**src/rtl/display_scroll_controller.sv**
```systemverilog
// display_scroll_controller
// Drives the four-digit seven-segment display: refreshes digits 3,2,1,0 with an
// all-anodes-off gap before each digit. It scrolls a 16-entry character buffer
// across the digits once every SCROLL_STEPS frames. Writes into the buffer go
// through a valid/ready port that is only open while no digit is lit.
module display_scroll_controller #(
    parameter int DIGIT_CYCLES = 1000,
    parameter int BLANK_CYCLES = 50,
    parameter int SCROLL_STEPS = 64
) (
    input  logic       clk,
    input  logic       reset,
    input  logic       wr_valid,
    input  logic [3:0] wr_addr,
    input  logic [3:0] wr_char,
    output logic       wr_ready,
    input  logic       pause,
    output logic [3:0] anode_n,
    output logic [3:0] char,
    output logic [1:0] digit_idx,
    output logic [3:0] scroll_pos,
    output logic       frame_tick
);

    // One phase counter serves both states, so it is sized for the longer one.
    localparam int PH_MAX = (DIGIT_CYCLES > BLANK_CYCLES) ? DIGIT_CYCLES : BLANK_CYCLES;
    localparam int PH_W   = (PH_MAX > 1) ? $clog2(PH_MAX) : 1;
    localparam int FC_W   = (SCROLL_STEPS > 1) ? $clog2(SCROLL_STEPS) : 1;

    localparam logic [PH_W-1:0] BLANK_LAST = PH_W'(BLANK_CYCLES - 1);
    localparam logic [PH_W-1:0] DIGIT_LAST = PH_W'(DIGIT_CYCLES - 1);
    localparam logic [FC_W-1:0] FC_LAST    = FC_W'(SCROLL_STEPS - 1);

    typedef enum logic {
        ST_BLANK = 1'b0,
        ST_DRIVE = 1'b1
    } state_t;

    state_t          state_q, state_d;
    logic [PH_W-1:0] phase_q, phase_d;
    logic [1:0]      digit_q, digit_d;
    logic [FC_W-1:0] fc_q, fc_d;
    logic [3:0]      scroll_q, scroll_d;
    logic            frame_end;

    logic [3:0]      msg_q [16];
    logic [3:0]      anode_q, anode_d;
    logic [3:0]      char_q, char_d;
    logic            tick_q, tick_d;

    logic            wr_fire;
    logic [3:0]      sel_idx;
    logic [3:0]      sel_char;

    // The buffer is writable only while every anode is off, so a lit digit never changes.
    assign wr_ready = reset && (state_q == ST_BLANK);
    assign wr_fire  = wr_valid && wr_ready;

    // State register: FSM, phase, digit, frame and scroll counters.
    always_ff @(posedge clk) begin
        if (!reset) begin
            state_q  <= ST_BLANK;
            phase_q  <= '0;
            digit_q  <= 2'd3;
            fc_q     <= '0;
            scroll_q <= '0;
        end else begin
            state_q  <= state_d;
            phase_q  <= phase_d;
            digit_q  <= digit_d;
            fc_q     <= fc_d;
            scroll_q <= scroll_d;
        end
    end

    // Next-state logic: blank/drive alternation, digit rotation, frame and scroll stepping.
    always_comb begin
        state_d   = state_q;
        phase_d   = phase_q + 1'b1;
        digit_d   = digit_q;
        fc_d      = fc_q;
        scroll_d  = scroll_q;
        frame_end = 1'b0;
        unique case (state_q)
            ST_BLANK: begin
                if (phase_q == BLANK_LAST) begin
                    state_d = ST_DRIVE;
                    phase_d = '0;
                end
            end
            ST_DRIVE: begin
                if (phase_q == DIGIT_LAST) begin
                    state_d   = ST_BLANK;
                    phase_d   = '0;
                    digit_d   = digit_q - 2'd1;   // 0 wraps to 3
                    frame_end = (digit_q == 2'd0);
                end
            end
        endcase
        // pause only holds the scroll position; frame counting carries on
        if (frame_end) begin
            if (fc_q == FC_LAST) begin
                fc_d = '0;
                if (!pause) begin
                    scroll_d = scroll_q + 4'd1;
                end
            end else begin
                fc_d = fc_q + 1'b1;
            end
        end
    end

    // Output logic: registered outputs are computed from the next state so anodes and char switch together.
    always_comb begin
        sel_idx  = scroll_d + 4'd3 - {2'b00, digit_d};
        // a write landing on the edge that enters DRIVE must already be visible
        sel_char = (wr_fire && (wr_addr == sel_idx)) ? wr_char : msg_q[sel_idx];
        anode_d  = 4'b1111;
        char_d   = 4'd0;
        if (state_d == ST_DRIVE) begin
            anode_d[digit_d] = 1'b0;
            char_d           = sel_char;
        end
        tick_d = frame_end;
    end

    // Output registers and the message buffer.
    always_ff @(posedge clk) begin
        if (!reset) begin
            anode_q <= 4'b1111;
            char_q  <= 4'd0;
            tick_q  <= 1'b0;
            for (int i = 0; i < 16; i++) begin
                msg_q[i] <= 4'd0;
            end
        end else begin
            anode_q <= anode_d;
            char_q  <= char_d;
            tick_q  <= tick_d;
            if (wr_fire) begin
                msg_q[wr_addr] <= wr_char;
            end
        end
    end

    assign anode_n    = anode_q;
    assign char       = char_q;
    assign digit_idx  = digit_q;
    assign scroll_pos = scroll_q;
    assign frame_tick = tick_q;

endmodule
```
**config.mk**
```make
export PLATFORM = sky130hd
export DESIGN_NAME = display_scroll_controller
export DESIGN_NICKNAME = d
export VERILOG_FILES = /design/src/rtl/display_scroll_controller.sv
export SDC_FILE = /design/constraint.sdc
export NUM_CORES = 1
export LEC_CHECK = 0
export ABC_AREA = 1
export CORE_MARGIN = 8
export CORE_UTILIZATION = 45
export CTS_CLUSTER_DIAMETER = 80
export CTS_CLUSTER_SIZE = 12
export DETAILED_ROUTE_END_ITERATION = 12
export DONT_BUFFER_PORTS = 1
export PLACE_DENSITY_LB_ADDON = 0.2
export SLEW_MARGIN = 20
export SYNTH_ARGS = -nofsm -noshare
export SYNTH_HDL_FRONTEND = slang
export SYNTH_SLANG_ARGS = --single-unit
```
**constraint.sdc**
```tcl
create_clock -name clk -period 3 [get_ports clk]
set_input_delay 0.15 -clock clk [delete_from_list [all_inputs] [get_ports clk]]
set_output_delay 0.15 -clock clk [all_outputs]
set_load 0.02 [all_outputs]
```
==> results.yml <==
run_status:
  status: "finished clean"
timing:
  fin_skew_ns: 0.00689
  post-route-period-util_pct: 99.5
  fin_crit_ns: 2.99
  maxSlewHeadroom_pct: 50.9
  setup_viol: 0
  setup_tns_ns: 0
  worstMarginPinSlew_ns: 0.736
  drv_slew: 0
  setup_ws_ns: 0.0138
  finalHoldViolations: 0
  rsz0062_at_grt: "true"
  max_freq_mhz: 335
placed_design:
  place_ws_ns: -0.153
  gp_congestion: 0.824
  io_buffers: 0
  post-dp-hpwl_um: 7570
  dpl_cell_area_um2: 4910
floorplanning:
  core_area_um2: 9770
  io_pins: 28
  die_area_um2: 13500
  rows: 36
  die_y_um: 116
  initial_core_util_pct: 46.2
  die_x_um: 116
cts:
  cts_made_buffers: 9
  cts.sinks: 96
  path_clk_slew_ns: 0.09
  cts_tree: "done"
  cts-root-buf: "clkbuf_8"
  clkLatencyLatePin_ns: 0.35
  cts_buffer_depth: 2
  h-tree-depth: 3
critical_path:
  start_kind: "flip-flop"
  cpPeakStageDelay_ns: 0.61
  timing.critical_path.buf_inv: 3
  slowest_stage: "fa_2"
  crit_chain: "ha_4 > nand2_4 > nor2_4 > nand3_4 > nor2_8 > nand2_4 > o21ai_4 > xor2_2 > ha_4 > inv_2 > fa_2 > buf_6 > clkinvlp_4 > o221ai_1 > nand4_1 > nand2_1 > nor2_1 > nor2_1"
  required_ns: 3.29
  cp-end-kind: "flip-flop"
  critPathTopFamily: "adder cells"
  worstPathArrival_ns: 3.28
  critical_path_class: "flip-flop to flip-flop"
  crit_fanout: 8
synth:
  synth_top_family_by_area: "simple AND/OR/NAND/NOR gates"
  synth_compound_area_share_pct: 8.04
  synth_area_um2: 4510
  synthSimpleGateAreaFrac_pct: 25.9
  yosys_warnings: 0
  syn_nets: 508
  post_synth.cell_area_avg_um2: 9.25
  ys_types: 35
  yosys.area_share.adder_pct: 2.38
  synth_xor_area_share_pct: 2.14
  synthCells: 488
  yosys_register_bits: 96
  ys_seq_area_share_pct: 56.8
  synth.area.mux_share_pct: 0
finish:
  fin_area_um2: 5300
  n_antenna_cell: 0
  fin_nets: 538
  drive_gt1_share_pct: 19.1
  fillers: 885
  fin_util_pct: 54.2
  area_delta_synth_final_pct: 17.4
grt:
  grt_pass1_vias: 3503
  grt_use_met1_pct: 20.3
  antenna_found_initial: 0
  grt_max_degree: 33
  met2_usage_pct: 28.9
  grtUsageTotal_pct: 16.7
  overflow: 0
  grt_pass1_wl_um: 17200
  busiest_layer: "met2"
  gr-usage-met3_pct: 3.31
worst_hold_path:
  min_path_type: "input pin to flip-flop"
power_and_ir_drop:
  p_per_area_nw_per_um2: 469
  total_power_mw: 2.48
  irDropWorstVdd_v: 0.000199
  p_leak_nw: 2.07
routing:
  dr.first_iter.drc_count: 258
  route.detailed.wl_per_inst_um: 16.2
  routed_wl_um: 10600
  vias_per_cell: 5.26
  vias: 3450
  drt-pass1-iter-count: 5
  ant_nets: 0
  drc: 0
flow_run:
  drv_cap: 0
## Yosys cell counts
| cell | number | area, um^2 |
|---|---|---|
| nor2_1 | 131 | 492 |
| nand2_1 | 69 | 259 |
| edfxtp_1 | 64 | 1920 |
| o21ai_0 | 37 | 185 |
| dfxtp_1 | 32 | 641 |
| inv_1 | 32 | 120 |
| nand3_1 | 16 | 80.1 |
| o221ai_1 | 16 | 140 |
| clkbuf_1 | 15 | 56.3 |
| nand4_1 | 11 | 68.8 |
| xor2_1 | 10 | 87.6 |
| ha_1 | 7 | 87.6 |
| a21oi_1 | 6 | 30.0 |
| nor3_1 | 5 | 25.0 |
| clkinv_1 | 4 | 15.0 |
| inv_2 | 4 | 15.0 |
| nand2_2 | 3 | 18.8 |
| nand2_4 | 3 | 33.8 |
| nor2_2 | 3 | 18.8 |
| nor3b_1 | 3 | 22.5 |
| nand3_2 | 2 | 20.0 |
| nor2_4 | 2 | 22.5 |
| a211oi_1 | 1 | 7.51 |
| and3_1 | 1 | 6.26 |
| buf_1 | 1 | 3.75 |
| buf_2 | 1 | 5.00 |
| fa_1 | 1 | 20.0 |
| nand3_4 | 1 | 17.5 |
| nand4_4 | 1 | 21.3 |
| nor2_8 | 1 | 20.0 |
| nor3_4 | 1 | 16.3 |
| nor4_1 | 1 | 6.26 |
| nor4_2 | 1 | 12.5 |
| or2_2 | 1 | 6.26 |
| xnor2_1 | 1 | 8.76 |
## final cells by class
type | count | area, um^2 | area share, %
multi-input combinational | 335 | 1920 | 36.2
clock buffer | 9 | 124 | 2.34
sequential | 96 | 2570 | 48.5
clock inverter | 7 | 86.3 | 1.63
inverter | 40 | 154 | 2.91
timing repair buffer | 36 | 280 | 5.29
tap | 133 | 166 | 3.14
## metal layers
metal,up-vias,wire [um]
li1,1699,-
met1,1635,4520
met2,99,5270
met3,17,643
met4,0,182
met5,-,0
## worst reg2reg max path: stages (launching register included)
cell        delay [ns]
dfxtp_2           0.36
ha_4              0.15
nand2_4           0.05
nor2_4            0.09
nand3_4           0.12
nor2_8            0.14
nand2_4           0.08
o21ai_4           0.17
xor2_2            0.20
ha_4              0.15
inv_2             0.04
fa_2              0.61
buf_6             0.14
clkinvlp_4        0.17
o221ai_1          0.13
nand4_1           0.13
nand2_1           0.07
nor2_1            0.04
nor2_1            0.10
## stage by stage
step	hold WS (ns)	instances
2_1_floorplan	0.308	488
3_3_place_gp	0.225	636
3_5_place_dp	0.228	636
4_1_cts	0.0500	656
5_1_grt	0.0587	656
6_report	0.0757	656
## power breakdown
part / internal, mW / total, mW / switching (mW)
sequential: 1.46 / 1.48 / 0.0207
combinational: 0.0316 / 0.114 / 0.0819
clock: 0.461 / 0.888 / 0.427
## logic make-up after synthesis
kind of cell    Yosys count
simple gates            256
xor+xnor                 11
compound gates           60
fa+ha+maj                 8
buf+inv                  57
flops                    96
## cells in the final DEF (no fill, tap or decap), types with 5 or more instances in the layout
cell type,synthesis,layout
inv_2,4,7
clkbuf_8,0,9
o21ai_0,37,35
o221ai_1,16,11
nand2_1,69,66
nand4_1,11,11
dfxtp_2,0,5
edfxtp_1,64,64
a21oi_1,6,6
nor2_1,131,131
clkinv_1,4,7
buf_4,0,33
dfxtp_1,32,27
nor3_1,5,5
xor2_1,10,7
nand3_1,16,15
inv_1,32,28
o221ai_2,0,5
nand2_4,3,5
## sequential cells by signal, summed over array words and instances (netlist names)
signal / count
msg_q: 64
phase_q: 10
fc_q: 6
anode_n: 4
char: 4
scroll_pos: 4
digit_idx: 2
frame_tick: 1
state_q: 1
## worst paths after layout
path	startpoint	end	slack (ns)	depth (start not counted)
max	phase_q[0]$_SDFF_PN0_	char[1]$_SDFF_PN0_	0.01	18
min	reset	msg_q[8][2]$_SDFFCE_PN0P_	0.08	1
max reg2reg	phase_q[0]$_SDFF_PN0_	char[1]$_SDFF_PN0_	0.01	18
min reg2reg	fc_q[4]$_SDFFE_PN0N_	fc_q[4]$_SDFFE_PN0N_	0.48	2
## timing repair
item                                   CTS  global route
hold buffers                             1             0
setup endpoints to repair                4             4
endpoints found under the hold margin    9             0
pin swaps                               15            19
buffers inserted                         3             1
gates resized for setup                 19            11
Power figures use the tool's default switching activity.
